[src/rtl/fifo_arb_pkg.sv]
// fifo_arb_pkg
//   Shared types and helpers for the FIFO write-port arbiter (fifo_wr_arbiter)
//   and its round-robin picker (rr_pick).
//   - arb_state_e : arbiter FSM state encoding
//   - id_width()  : index width for a given requester count (at least 1 bit)
//   - rr_next()   : wrapped candidate index without a modulo operator, so a
//                   requester count that is not a power of two wraps correctly
package fifo_arb_pkg;

  typedef enum logic {
    ARB_IDLE = 1'b0,
    ARB_LOCK = 1'b1
  } arb_state_e;

  function automatic int id_width(input int n);
    return (n > 1) ? $clog2(n) : 1;
  endfunction

  // Index found 'offset' places after 'ptr' (offset in 1..n, ptr < n).
  // ptr + offset never reaches 2n, so a single conditional subtract wraps it.
  function automatic int rr_next(input int ptr, input int offset, input int n);
    int sum;
    sum = ptr + offset;
    return (sum >= n) ? sum - n : sum;
  endfunction

endpackage

[src/rtl/rr_pick.sv]
// rr_pick
//   Combinational round-robin picker. Scans valid_i starting one place after
//   ptr_i (ptr_i itself is visited last) and returns the first set index.
// Ports
//   valid_i  [NUM_REQ]   request vector
//   ptr_i    [ID_WIDTH]  index of the most recent winner
//   onehot_o [NUM_REQ]   one-hot winner, zero when nothing is valid
//   id_o     [ID_WIDTH]  binary winner index, zero when nothing is valid
//   any_o                at least one request valid
module rr_pick
  import fifo_arb_pkg::*;
#(
  parameter int NUM_REQ  = 4,
  parameter int ID_WIDTH = id_width(NUM_REQ)
) (
  input  logic [NUM_REQ-1:0]  valid_i,
  input  logic [ID_WIDTH-1:0] ptr_i,
  output logic [NUM_REQ-1:0]  onehot_o,
  output logic [ID_WIDTH-1:0] id_o,
  output logic                any_o
);

  // Nested loop keeps every vector index constant; the match is found by
  // comparing each requester index against the wrapped candidate position.
  always_comb begin
    onehot_o = '0;
    id_o     = '0;
    any_o    = 1'b0;
    for (int off = 1; off <= NUM_REQ; off++) begin
      for (int j = 0; j < NUM_REQ; j++) begin
        if (!any_o && valid_i[j] && (rr_next(int'(ptr_i), off, NUM_REQ) == j)) begin
          any_o       = 1'b1;
          onehot_o[j] = 1'b1;
          id_o        = ID_WIDTH'(j);
        end
      end
    end
  end

endmodule

[src/rtl/fifo_wr_arbiter.sv]
// fifo_wr_arbiter
//   Round-robin, burst-locked arbiter sharing one FIFO write port among
//   NUM_REQ requesters. A grant is held from the first beat until the beat
//   flagged last is accepted, so bursts never interleave. While locked, data,
//   valid and ready pass straight through combinationally (no data register).
//   Optional build macro FIFO_WR_ARB_WATERMARK_EN: withholds new grants while
//   fifo_counter_i >= WM_LEVEL; a burst already locked is never interrupted.
//   Without the macro fifo_counter_i is ignored.
// Ports
//   clk, rst_n        clock (rising edge), async active-low reset
//   req_data_i        packed payloads, requester k at [k*DATA_WIDTH +: DATA_WIDTH]
//   req_valid_i       per-requester valid
//   req_last_i        per-requester last-beat flag, qualified by valid
//   req_ready_o       per-requester ready, at most one bit set
//   fifo_data_o       payload to FIFO
//   fifo_wr_valid_o   write valid to FIFO
//   fifo_wr_ready_i   write ready from FIFO
//   fifo_counter_i    FIFO occupancy
//   grant_o           registered one-hot grant
//   grant_id_o        registered binary grant index (held after the burst)
//   busy_o            high while a burst owns the write port
//
//   state    | meaning
//   ARB_IDLE | no owner; arbitrate among valid requesters (one cycle)
//   ARB_LOCK | grant_id_q owns the write port until its last beat handshakes
module fifo_wr_arbiter
  import fifo_arb_pkg::*;
#(
  parameter int NUM_REQ    = 4,
  parameter int DATA_WIDTH = 32,
  parameter int FIFO_DEPTH = 32,
  parameter int ADDR_WIDTH = $clog2(FIFO_DEPTH),
  parameter int ID_WIDTH   = id_width(NUM_REQ),
  parameter int WM_LEVEL   = FIFO_DEPTH - 2
) (
  input  logic                          clk,
  input  logic                          rst_n,
  input  logic [NUM_REQ*DATA_WIDTH-1:0] req_data_i,
  input  logic [NUM_REQ-1:0]            req_valid_i,
  input  logic [NUM_REQ-1:0]            req_last_i,
  output logic [NUM_REQ-1:0]            req_ready_o,
  output logic [DATA_WIDTH-1:0]         fifo_data_o,
  output logic                          fifo_wr_valid_o,
  input  logic                          fifo_wr_ready_i,
  input  logic [ADDR_WIDTH:0]           fifo_counter_i,
  output logic [NUM_REQ-1:0]            grant_o,
  output logic [ID_WIDTH-1:0]           grant_id_o,
  output logic                          busy_o
);

  arb_state_e          state_q, state_d;
  logic [ID_WIDTH-1:0] rr_ptr_q, rr_ptr_d;
  logic [ID_WIDTH-1:0] grant_id_q, grant_id_d;
  logic [NUM_REQ-1:0]  grant_q, grant_d;

  logic [NUM_REQ-1:0]  pick_onehot;
  logic [ID_WIDTH-1:0] pick_id;
  logic                pick_any;
  logic                grant_ok;
  logic                lock;
  logic                hs;

  logic [DATA_WIDTH-1:0] req_data_arr [NUM_REQ];

  for (genvar k = 0; k < NUM_REQ; k++) begin : g_unpack
    assign req_data_arr[k] = req_data_i[k*DATA_WIDTH +: DATA_WIDTH];
  end

`ifdef FIFO_WR_ARB_WATERMARK_EN
  assign grant_ok = (fifo_counter_i < (ADDR_WIDTH+1)'(WM_LEVEL));
`else
  logic unused_wm;
  assign grant_ok  = 1'b1;
  assign unused_wm = (^fifo_counter_i) ^ (WM_LEVEL > 0);
`endif

  rr_pick #(
    .NUM_REQ  (NUM_REQ),
    .ID_WIDTH (ID_WIDTH)
  ) u_rr_pick (
    .valid_i  (req_valid_i),
    .ptr_i    (rr_ptr_q),
    .onehot_o (pick_onehot),
    .id_o     (pick_id),
    .any_o    (pick_any)
  );

  assign lock = (state_q == ARB_LOCK);
  assign hs   = lock & req_valid_i[grant_id_q] & fifo_wr_ready_i;

  // Write-port pass-through; in IDLE the data mux still follows grant_id_q
  // but valid is low, so the payload is a don't-care.
  assign fifo_data_o     = req_data_arr[grant_id_q];
  assign fifo_wr_valid_o = lock & req_valid_i[grant_id_q];

  always_comb begin
    req_ready_o = '0;
    if (lock) begin
      req_ready_o[grant_id_q] = fifo_wr_ready_i;
    end
  end

  always_comb begin
    state_d    = state_q;
    rr_ptr_d   = rr_ptr_q;
    grant_d    = grant_q;
    grant_id_d = grant_id_q;
    case (state_q)
      ARB_IDLE: begin
        if (pick_any && grant_ok) begin
          state_d    = ARB_LOCK;
          grant_d    = pick_onehot;
          grant_id_d = pick_id;
        end
      end
      ARB_LOCK: begin
        // Pointer only moves when a burst completes, so a stalled or
        // paused owner keeps the port indefinitely.
        if (hs && req_last_i[grant_id_q]) begin
          state_d  = ARB_IDLE;
          rr_ptr_d = grant_id_q;
          grant_d  = '0;
        end
      end
      default: state_d = ARB_IDLE;
    endcase
  end

  always_ff @(posedge clk or negedge rst_n) begin
    if (!rst_n) begin
      state_q    <= ARB_IDLE;
      rr_ptr_q   <= ID_WIDTH'(NUM_REQ - 1);
      grant_q    <= '0;
      grant_id_q <= '0;
    end else begin
      state_q    <= state_d;
      rr_ptr_q   <= rr_ptr_d;
      grant_q    <= grant_d;
      grant_id_q <= grant_id_d;
    end
  end

  assign grant_o    = grant_q;
  assign grant_id_o = grant_id_q;
  assign busy_o     = lock;

endmodule

[config.mk]
export PLATFORM = sky130hd
export DESIGN_NAME = fifo_wr_arbiter
export DESIGN_NICKNAME = d
export VERILOG_FILES = /design/src/rtl/fifo_arb_pkg.sv /design/src/rtl/rr_pick.sv /design/src/rtl/fifo_wr_arbiter.sv
export SDC_FILE = /design/constraint.sdc
export NUM_CORES = 1
export LEC_CHECK = 0
export BUFFER_PORTS_ARGS = -buffer_cell sky130_fd_sc_hd__buf_2
export CAP_MARGIN = 40
export CELL_PAD_IN_SITES_DETAIL_PLACEMENT = 0
export CELL_PAD_IN_SITES_GLOBAL_PLACEMENT = 1
export CORE_MARGIN = 3
export CORE_UTILIZATION = 19
export CTS_BUF_LIST = sky130_fd_sc_hd__clkbuf_16
export DETAILED_ROUTE_END_ITERATION = 12
export GPL_ROUTABILITY_DRIVEN = 0
export PLACE_DENSITY_LB_ADDON = 0.1
export SKIP_LAST_GASP = 1
export SLEW_MARGIN = 20
export SYNTH_ARGS = -nofsm -noshare
export SYNTH_HDL_FRONTEND = slang
export SYNTH_SLANG_ARGS = --single-unit
[constraint.sdc]
create_clock -name clk -period 1.3 [get_ports clk]
set_input_delay 0.065 -clock clk [delete_from_list [all_inputs] [get_ports clk]]
set_output_delay 0.065 -clock clk [all_outputs]
set_load 0.02 [all_outputs]
==> impl_metrics.toml, run 1 <==
[clocking]
cts_root_buffer = "clkbuf_16"
clk_path_buf_depth = 2
cts_buffers = 3
cts_tree = "built"
cts_sinks = 9
insertion_delay_ns = 0.24
clk_pin_slew_worst_paths_ns = 0.04
h-tree-depth = 1

[synthesis]
synth-main-ff-cell = "dfrtp_1"
ys_ff_latch = 9
synth_cells = 112
yosys.area_share.simple_pct = 9.08
yosysTopAreaCell = "mux4_2"
synthesis.area_mm2 = 0.00149
synthXorXnorAreaFrac_pct = 0
synth_nets = 257
muxShareOfSynthArea_pct = 55.8
synth_area_leaders = "mux4_2, mux4_1, dfrtp_1, dfstp_2, mux2i_1"
synthAdderAreaFrac_pct = 0
synth_top_family_by_area = "multiplexers"
ys_warn_count = 0
ys_seq_area_share_pct = 15.3
synthArstFlopShare_pct = 100
ys_types = 34
synth_edf_count = 0
synth_top_area_share_pct = 30.3
synth_compound_area_share_pct = 12.1
syn_avg_cell_area_um2 = 13.3

[power_and_ir_drop]
clockPowerShare_pct = 7.8
p_leak_nw = 1.51
pwr-share-seq_pct = 8.5
switchingPower_mw = 2.96
powerDensity_mw_per_mm2 = 2310
ir_drop_mv = 0.850
swShare_pct = 41.6
p_comb_share_pct = 83.6
power.total_mw = 7.12
p_int_mw = 4.16

[flow_run]
maxCapViolCount = 0

[floorplanning]
fp-row-count = 31
design.core.area_mm2 = 0.00741
die_w_um = 94.5
start_util_pct = 20.1
dieArea_mm2 = 0.00893
die_h_um = 94.5
num_io_pins = 189

[detailed_routing]
dr_total_vias = 1879
drt-total-wl_mm = 7.23
dr.pass1.iters = 4
wl_per_cell_um = 17.7
drc = 0
drtIter0Drc = 44
final_antenna_net_count = 0
via_per_inst = 4.59

[placed_design]
hpwl_mm = 6.09
port_buffers = 182
placed_area_mm2 = 0.00262
dp.cells = 397
dp_slack_ns = -0.203

[sta]
setup_violations = 45
period_share_pct = 129
finalHoldViolations = 0
period_needed_ns = 1.68
rsz0062_at_grt = "yes"
holdWs_ns = 0.213
finalSetupTns_ns = -14.24
worst_clock_skew_ns = 0.00211
worst_pin_slew_ns = 0.357
slew_headroom_pct = 76.1
timing.fmax_mhz = 596
maxSlewViolCount = 0
setup_slack_ns = -0.377

[finish]
final_cells = 409
area_growth_pct = 107
nets = 456
nFillCells = 745
diodes = 0
drive_above_1_share_pct = 84.2
fin_util_pct = 41.6
final_cell_area_mm2 = 0.00308

[setup_path]
cp-start-kind = "flip-flop"
cp.required_ns = 1.24
crit_arrival_ns = 1.61
cp-end-kind = "primary output"
crit_path_max_fanout = 7
crit_type = "reg2out"
reg2reg_depth = 6

[global_routing]
grt_overflow = 0
grt_usage_pct = 15.1
grt_pass1_vias = 1881
antenna_found_initial = 0
grt_start_max_net_pins = 23
grt_pass1_wl_mm = 10.4

[run_status]
failed_checks = "setup timing"
status = "finished, violations left"

[min_path]
hp-class = "in2async"
[layout make-up]
| cell class | instances | area [µm²] | area share [%] |
|---|---|---|---|
| Sequential cell | 9 | 230 | 7.47 |
| Inverter | 5 | 26.3 | 0.853 |
| Clock buffer | 3 | 75.1 | 2.44 |
| Clock inverter | 1 | 3.75 | 0.122 |
| Tap cell | 99 | 124 | 4.02 |
| Timing Repair Buffer | 206 | 1440 | 46.7 |
| Multi-Input combinational cell | 86 | 1180 | 38.4 |
[sequential cells by signal, summed over array words and instances, names as in the netlist]
name	flops
grant_o	4
grant_id_o	2
rr_ptr_q	2
busy_o	1
[synthesized netlist by cell type (2+ instances only)]
cell,count
a21o_1,2
a21oi_1,5
a32o_1,3
buf_2,6
buf_6,3
dfrtp_1,7
dfstp_2,2
inv_1,5
mux2i_1,5
mux4_1,12
mux4_2,20
nand2_1,4
nand2b_1,4
nor2_1,9
nor2b_1,2
nor3_1,3
o21ai_0,2
o22ai_1,2
[metal layers]
layer / up-vias / global-route usage, % / wire length, µm
met3: 5 / 2.39 / 604
li1: 872 / - / -
met1: 911 / 18.1 / 2790
met2: 91 / 27.8 / 3770
met4: 0 / 3.97 / 71
met5: - / 0 / 0
[worst max-delay path, stage by stage, from the launching register on]
cell and delay (ns):
dfrtp_2 0.43, buf_12 0.16, buf_12 0.13, mux4_2 0.50, buf_6 0.15
[cell usage in the layout (no fill, tap or decap), types with 2 or more instances in the layout]
cell / Yosys / layout
o21ai_0: 2 / 2
buf_8: 1 / 2
nor2b_1: 2 / 2
buf_6: 3 / 37
dfrtp_2: 0 / 2
buf_2: 6 / 149
a32o_1: 3 / 3
buf_4: 0 / 9
nor2_1: 9 / 7
nor2_4: 0 / 2
mux2i_1: 5 / 3
mux4_2: 20 / 31
nand2_1: 4 / 4
buf_12: 0 / 7
clkbuf_16: 0 / 3
dfstp_2: 2 / 2
dfrtp_1: 7 / 5
o22ai_1: 2 / 2
inv_1: 5 / 4
nand2b_1: 4 / 3
a21oi_1: 5 / 5
nor3_4: 0 / 2
a21o_1: 2 / 2
[worst paths after layout]
check | from | endpoint | slack [ns]
setup / recovery | grant_id_o[0]$_DFFE_PN0P_ | fifo_data_o[10] | -0.38
hold / removal | rst_n | grant_o[1]$_DFFE_PN0P_ | 0.21
setup reg to reg | grant_id_o[0]$_DFFE_PN0P_ | rr_ptr_q[1]$_DFFE_PN1P_ | -0.33
hold reg to reg | grant_o[1]$_DFFE_PN0P_ | grant_o[1]$_DFFE_PN0P_ | 0.53
max in group asynchronous | rst_n | rr_ptr_q[1]$_DFFE_PN1P_ | 0.83
min in group clk | req_valid_i[0] | grant_o[1]$_DFFE_PN0P_ | 0.28
[what timing repair did]
| item | 4_1_cts | 5_1_grt |
|---|---|---|
| gates cloned | 1 | 0 |
| pin swaps | 8 | 2 |
| endpoints found under the setup margin | 45 | 47 |
| hold endpoints to repair | 9 | 0 |
| resized for setup | 80 | 15 |
| buffers inserted | 5 | 2 |
| hold buffers | 1 | 0 |
[cells by family after synthesis]
logic type             after synthesis
and+or+nand+nor                     26
muxes                               38
AOI/OAI and AO/OA                   22
buffers and inverters               17
DFF                                  9
[power by group through the flow]
stage               Sequential [mW]  Combinational (mW)  Clock [mW]
floorplan                     0.651                3.05           0
global placement              0.597                4.69           0
detailed placement            0.599                4.67           0
CTS                           0.602                5.85       0.565
global route                  0.632                6.31       0.574
finish                        0.607                5.95       0.558
(Power assumes the default switching activity.)
==> run 2: changes to the inputs <==
--- a/config.mk
+++ b/config.mk
@@ -5,7 +5,7 @@
 export SDC_FILE = /design/constraint.sdc
 export NUM_CORES = 1
 export LEC_CHECK = 0
-export BUFFER_PORTS_ARGS = -buffer_cell sky130_fd_sc_hd__buf_2
+export BUFFER_PORTS_ARGS = -buffer_cell sky130_fd_sc_hd__buf_4
 export CAP_MARGIN = 40
 export CELL_PAD_IN_SITES_DETAIL_PLACEMENT = 0
 export CELL_PAD_IN_SITES_GLOBAL_PLACEMENT = 1
==> impl_metrics.toml, run 2 (synthesis results as in run 1) <==
[run_status]
status = "finished, violations left"
failed_checks = "setup timing"

[setup_path]
crit_path_max_fanout = 7
cpMostUsedCell = "buf_12"
slowest_stage = "mux4_2"
worst-path-buf-inv = 3
cp_cell_sequence = "buf_12 -> buf_12 -> mux4_2 -> buf_6"
critPathTopFamily = "multiplexers"
crit_arrival_ns = 1.59
crit_type = "reg2out"
cp.required_ns = 1.24
cp_slowest_stage_delay_ns = 0.51
cp-start-kind = "flip-flop"
cp-end-kind = "primary output"

[finish]
nets = 460
final_cell_mix = "buf_4, buf_6, mux4_2"
drive_above_1_share_pct = 85.0
nFillCells = 692
largest_reg_flops = 4
final_common_cell = "buf_4"
diodes = 0
fin_util_pct = 47.1
area_growth_pct = 135

[sta]
setup_violations = 45
worst_clock_skew_ns = 0.000322
worst_pin_slew_ns = 0.362
finalHoldViolations = 0
timing.fmax_mhz = 605
finalSetupTns_ns = -12.87
rsz0062_at_grt = "yes"
slew_headroom_pct = 75.8
maxSlewViolCount = 0
period_share_pct = 127
holdWs_ns = 0.188
period_needed_ns = 1.65
setup_slack_ns = -0.353

[clocking]
cts_tree = "built"
insertion_delay_ns = 0.23
cts_buffers = 3
h-tree-depth = 1
clk_path_buf_depth = 2
cts_root_buffer = "clkbuf_16"
clk_pin_slew_worst_paths_ns = 0.04
cts_sinks = 9

[floorplanning]
die_w_um = 94.5
fp-row-count = 31
start_util_pct = 20.1
dieArea_mm2 = 0.00893
num_io_pins = 189
design.core.area_mm2 = 0.00741
die_h_um = 94.5

[global_routing]
grt_start_max_net_pins = 23
antenna_found_initial = 0
grt_pass1_vias = 1905
grt_usage_pct = 15.8
grt_pass1_wl_mm = 10.9
grt_overflow = 0

[flow_run]
maxCapViolCount = 0

[min_path]
hp-class = "in2async"

[placed_design]
port_buffers = 182
hpwl_mm = 6.61
dp_slack_ns = -0.251

[detailed_routing]
wl_per_cell_um = 18.8
drt-total-wl_mm = 7.77
drc = 0
via_per_inst = 4.67
dr_total_vias = 1930
dr.pass1.iters = 4
drtIter0Drc = 35
final_antenna_net_count = 0

[power_and_ir_drop]
p_leak_nw = 1.65
powerDensity_mw_per_mm2 = 2140
ir_drop_mv = 1.02
power.total_mw = 7.48
==> run 2: routing by layer <==
metal | routed length [µm] | global-route usage [%]
met1 | 2860 | 18.8
met2 | 4070 | 29.4
met3 | 787 | 3.82
met4 | 44 | 2.16
met5 | 0 | 0
==> run 2: cell type report <==
cell class              instances  area [µm²]  area share, %
well taps                      99         124           3.55
clock buffers                   3        75.1           2.15
repair buffers                210        1850           53.0
inverters                       5        23.8          0.681
multi-input cells              86        1190           34.0
flip-flops and latches          9         230           6.59
clock inverters                 1        3.75          0.107
==> run 2: what timing repair did <==
item / CTS / global route
setup buffers: 7 / 3
cloned: 1 / 0
hold buffers: 1 / 0
endpoints found under the setup margin: 45 / 46
pin swaps: 9 / 3
resized for setup: 57 / 12
hold endpoints to repair: 9 / 0
==> run 2: power breakdown <==
group	switching, mW	internal [mW]
clock network	0.139	0.402
logic	2.72	3.64
registers	0.144	0.437
==> run 2: path summary, 6_finish.rpt <==
kind / start / end / slack [ns] / depth (start not counted)
min in group clk: req_valid_i[2] / grant_o[3]$_DFFE_PN0P_ / 0.27 / 3
setup reg to reg: grant_id_o[0]$_DFFE_PN0P_ / rr_ptr_q[1]$_DFFE_PN1P_ / -0.32 / 6
setup / recovery: grant_id_o[0]$_DFFE_PN0P_ / fifo_data_o[20] / -0.35 / 4
hold / removal: rst_n / grant_o[2]$_DFFE_PN0P_ / 0.19 / 2
max in group asynchronous: rst_n / rr_ptr_q[0]$_DFFE_PN1P_ / 0.89 / 2
hold reg to reg: grant_o[2]$_DFFE_PN0P_ / grant_o[2]$_DFFE_PN0P_ / 0.53 / 1
==> run 2: stage by stage <==
| step | instance area [µm²] | cells |
|---|---|---|
| finish | 3490 | 413 |
| global route | 3490 | 413 |
| CTS | 3440 | 411 |
| detailed placement | 3090 | 399 |
| global placement | 3090 | 399 |
| floorplan | 1500 | 112 |
==> run 3: changes to the inputs <==
--- a/config.mk
+++ b/config.mk
@@ -7,10 +7,10 @@
 export LEC_CHECK = 0
 export BUFFER_PORTS_ARGS = -buffer_cell sky130_fd_sc_hd__buf_4
 export CAP_MARGIN = 40
-export CELL_PAD_IN_SITES_DETAIL_PLACEMENT = 0
-export CELL_PAD_IN_SITES_GLOBAL_PLACEMENT = 1
+export CELL_PAD_IN_SITES_DETAIL_PLACEMENT = 1
+export CELL_PAD_IN_SITES_GLOBAL_PLACEMENT = 2
 export CORE_MARGIN = 3
-export CORE_UTILIZATION = 19
+export CORE_UTILIZATION = 14
 export CTS_BUF_LIST = sky130_fd_sc_hd__clkbuf_16
 export DETAILED_ROUTE_END_ITERATION = 12
 export GPL_ROUTABILITY_DRIVEN = 0
==> impl_metrics.toml, run 3 (synthesis results as in run 1) <==
[run_status]
failed_checks = "setup timing"
status = "finished, violations left"

[sta]
rsz0062_at_grt = "yes"
setup_violations = 45
finalHoldViolations = 0
setup_slack_ns = -0.360
worst_clock_skew_ns = 0.00183
period_needed_ns = 1.66
slew_headroom_pct = 72.2
timing.fmax_mhz = 603
maxSlewViolCount = 0
period_share_pct = 128
worst_pin_slew_ns = 0.411

[finish]
multiInputGateArea_mm2 = 0.00122
fin_util_pct = 35.4
largest_reg_flops = 4
ff_latch_area_um2 = 230
area_growth_pct = 146
final_cells = 453
final_common_cell = "buf_4"
nets = 463
diodes = 0
drive_above_1_share_pct = 85.8
final_cell_mix = "buf_4, buf_6, mux4_2"
final_cell_area_mm2 = 0.00366
nFillCells = 1161

[detailed_routing]
dr.pass1.iters = 4
via_per_inst = 4.26
dr_total_vias = 1928
final_antenna_net_count = 0
drt-total-wl_mm = 9.12
drc = 0
wl_per_cell_um = 20.1
drtIter0Drc = 90

[global_routing]
grt_usage_pct = 14.5
grt_start_max_net_pins = 13
grt_pass1_vias = 2015
antenna_found_initial = 0
grt_overflow = 0
grt_pass1_wl_mm = 12.9

[setup_path]
worst-path-buf-inv = 3
cp_slowest_stage_delay_ns = 0.53
crit_type = "reg2out"
cp_cell_sequence = "buf_12 -> buf_8 -> mux4_2 -> buf_6"
crit_arrival_ns = 1.59
cp.required_ns = 1.24
slowest_stage = "mux4_2"
crit_path_max_fanout = 5
critPathTopFamily = "multiplexers"
cp-start-kind = "flip-flop"
cp-end-kind = "primary output"

[placed_design]
dp.cells = 431
hpwl_mm = 7.64
placed_area_mm2 = 0.00307
dp_slack_ns = -0.272
port_buffers = 182

[power_and_ir_drop]
p_leak_nw = 1.69
ir_drop_mv = 0.758
power.total_mw = 7.93
powerDensity_mw_per_mm2 = 2170

[clocking]
h-tree-depth = 1
cts_root_buffer = "clkbuf_16"
clk_pin_slew_worst_paths_ns = 0.04
clk_path_buf_depth = 2
insertion_delay_ns = 0.24
cts_tree = "built"
cts_buffers = 3
cts_sinks = 9

[floorplanning]
die_h_um = 109
die_w_um = 109
start_util_pct = 14.4
num_io_pins = 189
design.core.area_mm2 = 0.0103
dieArea_mm2 = 0.0119
fp-row-count = 37

[flow_run]
maxCapViolCount = 0

[min_path]
hp-class = "in2async"
-- run 3: cell count changes in the layout (fill, tap and decap cells not counted), moves of 2 or more --
cell,before,now
buf_16,1,4
buf_6,40,42
nor2_2,2,0
nor2_4,1,3
-- run 3: final cells by class --
| type | count | share of cell area, % |
|---|---|---|
| timing repair buffer | 213 | 52.8 |
| multi-input combinational | 86 | 33.4 |
| sequential | 9 | 6.29 |
| tap | 136 | 4.65 |
| clock buffer | 3 | 2.05 |
| inverter | 5 | 0.718 |
| clock inverter | 1 | 0.103 |
-- run 3: stage by stage --
stage / hold slack, ns / TNS, ns
finish: 0.188 / -12.96
global route: 0.206 / -15.83
CTS: 0.191 / -13.97
detailed placement: -0.0968 / -5.59
global placement: -0.0964 / -5.48
floorplan: -0.231 / -7.00
-- run 3: path summary, 6_finish.rpt --
path | from | end | slack, ns | depth (start not counted)
max in group asynchronous | rst_n | rr_ptr_q[1]$_DFFE_PN1P_ | 0.89 | 2
setup / recovery | grant_id_o[0]$_DFFE_PN0P_ | fifo_data_o[3] | -0.36 | 4
min in group clk | req_valid_i[2] | grant_o[3]$_DFFE_PN0P_ | 0.27 | 3
hold reg to reg | grant_o[1]$_DFFE_PN0P_ | grant_o[1]$_DFFE_PN0P_ | 0.54 | 1
setup reg to reg | grant_id_o[0]$_DFFE_PN0P_ | rr_ptr_q[1]$_DFFE_PN1P_ | -0.26 | 6
hold / removal | rst_n | grant_o[2]$_DFFE_PN0P_ | 0.19 | 2
-- run 3: power breakdown --
group          internal (mW)  switching, mW
registers              0.438          0.191
logic                   3.90           2.86
clock network          0.402          0.138
total                   4.74           3.19
-- run 3: repair_timing --
action / CTS / global route
hold buffers: 1 / 0
gates cloned: 4 / 0
endpoints found under the setup margin: 45 / 45
endpoints found under the hold margin: 9 / 0
setup buffers: 13 / 1
pin swaps: 11 / 4
gates resized for setup: 72 / 12
-- run 3: routing by layer --
metal	share of wire (%)	up-vias	global-route usage [%]
li1	-	885	-
met1	43	938	19.9
met2	49	100	24.4
met3	8.2	5	2.31
met4	0.60	0	2.43
met5	0	-	0
